File: src/rtl/dmem_if.sv
// M-stage data-memory interface: req/ready bus handshake, byte enables, store-lane replication.
// Optional DMEM_MISALIGN_TRAP_EN turns misaligned accesses into a Misalign pulse with no bus request.
module dmem_if #(
  parameter int          TIMEOUT  = 255,
  parameter logic [31:0] ERR_DATA = 32'h0000_0000
) (
  input  logic        clk,
  input  logic        reset,
  input  logic        MemReadM,
  input  logic        MemWriteM,
  input  logic [2:0]  Funct3M,
  input  logic [31:0] AddrM,
  input  logic [31:0] WriteDataM,
  output logic [31:0] MemDataM,
  output logic        MemStall,
  output logic        bus_req,
  output logic        bus_we,
  output logic [31:0] bus_addr,
  output logic [3:0]  bus_be,
  output logic [31:0] bus_wdata,
  input  logic        bus_ready,
  input  logic [31:0] bus_rdata,
  output logic        bus_err,
  output logic        Misalign
);

  localparam int CNT_W = (TIMEOUT < 2) ? 1 : $clog2(TIMEOUT + 1);
  localparam logic [CNT_W-1:0] TO_CNT = CNT_W'(TIMEOUT);

  typedef enum logic [1:0] {IDLE, ACCESS, DONE} state_t;

  state_t           state, nextState;
  logic [CNT_W-1:0] waitCnt;
  logic             accReq;
  logic             trapHit;
  logic             timeoutHit;

  function automatic logic [3:0] storeBe(input logic [2:0] f3, input logic [1:0] a);
    case (f3)
      3'b000:  return 4'b0001 << a;
      3'b001:  return 4'b0011 << {a[1], 1'b0};
      3'b010:  return 4'b1111;
      default: return 4'b0000;
    endcase
  endfunction

  function automatic logic [31:0] storeData(input logic [2:0] f3, input logic [31:0] d);
    case (f3)
      3'b000:  return {4{d[7:0]}};
      3'b001:  return {2{d[15:0]}};
      default: return d;
    endcase
  endfunction

`ifdef DMEM_MISALIGN_TRAP_EN
  function automatic logic isMisaligned(input logic [2:0] f3, input logic [1:0] a);
    case (f3)
      3'b001, 3'b101: return a[0];
      3'b010:         return a != 2'b00;
      default:        return 1'b0;
    endcase
  endfunction

  assign trapHit = accReq & isMisaligned(Funct3M, AddrM[1:0]);
`else
  assign trapHit = 1'b0;
`endif

  assign accReq     = MemReadM | MemWriteM;
  assign timeoutHit = (TIMEOUT != 0) && !bus_ready && ((waitCnt + 1'b1) == TO_CNT);

  always_ff @(posedge clk or posedge reset) begin
    if (reset) state <= IDLE;
    else       state <= nextState;
  end

  always_comb begin
    nextState = state;
    MemStall  = 1'b0;
    case (state)
      IDLE: begin
        if (accReq) begin
          MemStall  = 1'b1;
          nextState = trapHit ? DONE : ACCESS;
        end
      end
      ACCESS: begin
        MemStall = 1'b1;
        if (bus_ready || timeoutHit) nextState = DONE;
      end
      DONE:    nextState = IDLE;
      default: nextState = IDLE;
    endcase
  end

  // Bus request capture, completion and timeout abort
  always_ff @(posedge clk or posedge reset) begin
    if (reset) begin
      MemDataM  <= 32'h0;
      bus_req   <= 1'b0;
      bus_we    <= 1'b0;
      bus_addr  <= 32'h0;
      bus_be    <= 4'h0;
      bus_wdata <= 32'h0;
      bus_err   <= 1'b0;
      Misalign  <= 1'b0;
      waitCnt   <= '0;
    end else begin
      bus_err  <= 1'b0;
      Misalign <= (state == IDLE) && trapHit;
      case (state)
        IDLE: begin
          waitCnt <= '0;
          if (accReq && !trapHit) begin
            bus_req  <= 1'b1;
            bus_we   <= MemWriteM;
            bus_addr <= {AddrM[31:2], 2'b00};
            if (MemWriteM) begin
              bus_be    <= storeBe(Funct3M, AddrM[1:0]);
              bus_wdata <= storeData(Funct3M, WriteDataM);
            end else begin
              bus_be    <= 4'b1111;
            end
          end
        end
        ACCESS: begin
          if (bus_ready) begin
            bus_req <= 1'b0;
            if (!bus_we) MemDataM <= bus_rdata;
          end else if (timeoutHit) begin
            bus_req  <= 1'b0;
            MemDataM <= ERR_DATA;
            bus_err  <= 1'b1;
          end else begin
            waitCnt <= waitCnt + 1'b1;
          end
        end
        default: waitCnt <= '0;
      endcase
    end
  end

endmodule
File: config.mk
export PLATFORM = sky130hd
export DESIGN_NAME = dmem_if
export DESIGN_NICKNAME = d
export VERILOG_FILES = /design/src/rtl/dmem_if.sv
export SDC_FILE = /design/constraint.sdc
export NUM_CORES = 1
export LEC_CHECK = 0
export CAP_MARGIN = 30
export CORE_ASPECT_RATIO = 0.9
export CORE_MARGIN = 2
export CORE_UTILIZATION = 39
export DETAILED_ROUTE_END_ITERATION = 8
export GPL_ROUTABILITY_DRIVEN = 0
export PLACE_DENSITY = 0.86
export SETUP_SLACK_MARGIN = 0.1
export SYNTH_ARGS = -nofsm -noshare
export SYNTH_HDL_FRONTEND = slang
export SYNTH_SLANG_ARGS = --single-unit
File: constraint.sdc
create_clock -name clk -period 3.4 [get_ports clk]
set_input_delay 0.51 -clock clk [delete_from_list [all_inputs] [get_ports clk]]
set_output_delay 0.51 -clock clk [all_outputs]
set_load 0.02 [all_outputs]
==> results_dict.tcl <==
set metrics [dict create \
    avgSynthCellArea_um2 9.178 \
    nets 860 \
    final_antenna_net_count 0 \
    insertion_delay_ns 0.34 \
    crit_required_ns 2.89 \
    clockPowerShare_pct 14.5 \
    setup_viol 0 \
    post-route-period-util_pct 70.46 \
    ys_seq_area_share_pct 53.75 \
    fin_crit_ns 2.396 \
    synthFlopType "dfrtp_1" \
    syn_inst 563 \
    cts.path.max_buffers 2 \
    p_sw_uw 2778 \
    firstDrtPassIters 4 \
    slew_headroom_pct 35.41 \
    fin_skew_ns 0.006094 \
    power_uw 6819 \
    die_w_um 125.3 \
    intPower_uw 4042 \
    drcViolationCount 0 \
    sw_frac_of_total_pct 40.73 \
    synth_seq_cells 111 \
    netlist_area_mm2 0.005167 \
    max_slew.worst_pin.slew_ns 0.9653 \
    fin_area_mm2 0.007669 \
    yosysWarnings 0 \
    coreArea_mm2 0.01283 \
    pwr-share-comb_pct 51.2 \
    synth-edff-count 0 \
    grt_pass1_wl_um 23160 \
    wire_per_inst_um 15.16 \
    hpwl_um 9896 \
    clock.fmax_mhz 417.4 \
    startpoint_type "primary input" \
    drt_iter0_markers 300 \
    cts_hold_buf 0 \
    cts_setup_buffers 0 \
    vias 4700 \
    worstPathMaxFanout 5 \
    ir_drop_v 0.0004697 \
    dieArea_mm2 0.01419 \
    p_leak_uw 0.003453 \
    critPathKind "in -> out" \
    antenna_found_initial 1 \
    arrival_ns 1.89 \
    cts.repair.resized 0 \
    layout-drive-gt1-share_pct 4.875 \
    ioPinCount 209 \
    drt_wl_total_um 14010 \
    num_rows 39 \
    cts_buffers 9 \
    drv_slew 0 \
    ys_async_sr_fraction_pct 100.0 \
    seq_power_share_pct 34.3 \
    root_buffer "clkbuf_16" \
    cts_tree "done" \
    finalSetupTns_ns 0 \
    grt_max_degree 112 \
    ys_types 39 \
    initial_core_util_pct 40.27 \
    drt-vias-per-instance 5.087 \
    p_per_area_mw_per_mm2 889.2 \
    hold_viol 0 \
    grt.total_usage_pct 19.94 \
    grt_pass1_vias 4558 \
    end_kind "output port" \
    status "completed" \
    area_growth_pct 48.40 \
    portBuffers 205 \
    clkTransAtPathRegs_ns 0.07 \
    clock-sinks 111 \
    min_path_type "reg -> reg" \
    htreeDepth 3 \
    cap_violations 0 \
    die_h_um 113.2 \
    dpl-instance-area_mm2 0.007391 \
    n_fill_cell 1113 \
    grt-ovfl-total 0 \
    rsz0062_at_grt "false" \
]
-- cells in the final DEF, fill, tap and decap left out, types with 2 or more instances in the layout --
cell / Yosys / layout
nor2_2: 1 / 2
clkdlybuf4s50_1: 0 / 205
mux2i_1: 25 / 25
a21oi_1: 10 / 10
o22a_1: 2 / 2
clkinvlp_4: 0 / 3
o21ai_1: 5 / 4
ha_1: 2 / 2
a22o_1: 5 / 5
nand3b_1: 4 / 4
nor3_2: 0 / 2
dfrtp_1: 111 / 111
nor3b_1: 2 / 2
a21o_1: 33 / 33
a22oi_1: 26 / 26
conb_1: 1 / 3
clkinv_4: 0 / 2
inv_1: 6 / 5
nand2b_1: 5 / 5
nand4_1: 3 / 3
buf_4: 3 / 11
nor2_1: 16 / 15
clkbuf_16: 0 / 9
o21a_1: 2 / 2
o21ai_0: 56 / 56
nand3_1: 4 / 4
o31ai_1: 3 / 3
nand2_1: 180 / 180
nor3_1: 7 / 5
xnor2_1: 3 / 3
-- through the flow --
step	setup WS, ns	hold slack [ns]	utilization, %	cells
2_1_floorplan	1.547	0.5313	-	565
3_3_place_gp	1.052	0.4573	57.59	907
3_5_place_dp	1.020	0.4609	57.59	907
4_1_cts	1.018	0.4798	59.73	923
5_1_grt	0.8777	0.4976	59.75	924
6_report	1.004	0.4765	59.75	924
-- worst max-delay path, stage by stage --
cell	delay, ns
clkdlybuf4s50_1	0.59
nor3_1	0.09
nor2_1	0.09
clkdlybuf4s50_1	0.60
-- state kept, by name, summed over array words and instances, names as in the netlist --
signal	cells
MemDataM	32
bus_wdata	32
bus_addr	30
waitCnt	8
bus_be	4
state	2
bus_err	1
bus_req	1
bus_we	1
-- cell usage after synthesis (4+ instances only) --
library cell	n	area, um2
inv_1	6	22.52
mux2i_1	25	250.2
a22o_1	5	43.79
buf_2	5	25.02
nand2b_1	5	31.28
clkbuf_1	31	116.4
o21ai_0	56	280.3
nand3b_1	4	30.03
a22oi_1	26	195.2
nand2_1	180	675.7
nand3_1	4	20.02
a21o_1	33	247.7
a21oi_1	10	50.05
o21ai_1	5	25.02
nor2_1	16	60.06
nor3_1	7	35.03
dfrtp_1	111	2778
-- power groups by stage --
| stage | sequential (uW) | clock, uW | combinational [uW] |
|---|---|---|---|
| 2_1_floorplan | 2960 | 0 | 1260 |
| 3_3_place_gp | 2330 | 0 | 3450 |
| 3_5_place_dp | 2360 | 0 | 3510 |
| 4_1_cts | 2340 | 1020 | 3520 |
| 5_1_grt | 2430 | 1080 | 3810 |
| 6_report | 2340 | 989 | 3490 |
-- layer usage --
layer / part of all wire [%] / wire, um / up-vias / GRT usage, %
met5: 0 / 0 / - / 0
li1: - / - / 2289 / -
met2: 47 / 6536 / 174 / 31.74
met3: 6.5 / 917 / 14 / 4.681
met4: 1.5 / 213 / 0 / 5.852
met1: 45 / 6341 / 2223 / 27.41
-- path summary, 6_finish.rpt --
path	from	endpoint	slack, ns	depth (start not counted)
min in group asynchronous	reset	bus_addr[8]	0.67	3
worst min register to register	bus_wdata[6]	bus_wdata[6]	0.48	2
max in group asynchronous	reset	bus_wdata[21]	2.26	3
worst min-delay path	bus_wdata[6]	bus_wdata[6]	0.48	2
worst max-delay path	MemWriteM	MemStall	1.00	4
worst max register to register	bus_we	MemDataM[7]	1.14	5
-- kinds of logic (layout without fill, tap and decap cells) --
| family | Yosys count | count (layout) | share of synthesized area, % |
|---|---|---|---|
| compound gates | 147 | 147 | 18.45 |
| xor+xnor | 4 | 4 | 0.6781 |
| fa+ha+maj | 2 | 2 | 0.4842 |
| buf+inv | 45 | 239 | 3.608 |
| flops | 111 | 111 | 53.75 |
| mux | 25 | 25 | 4.843 |
| other cells | 1 | 4 | 0.07257 |
| simple gates | 228 | 228 | 18.11 |
-- final cells by class --
cell class | count | area (um2) | area share (%)
Clock inverter | 6 | 46.29 | 0.6037
Tap cell | 164 | 205.2 | 2.676
Timing Repair Buffer | 217 | 2155 | 28.10
Sequential cell | 111 | 2778 | 36.22
Inverter | 6 | 26.28 | 0.3426
Multi-Input combinational cell | 409 | 2227 | 29.04
Clock buffer | 10 | 229.0 | 2.986
Antenna cell | 1 | 2.502 | 0.03263
Power figures use the tool's default switching activity.
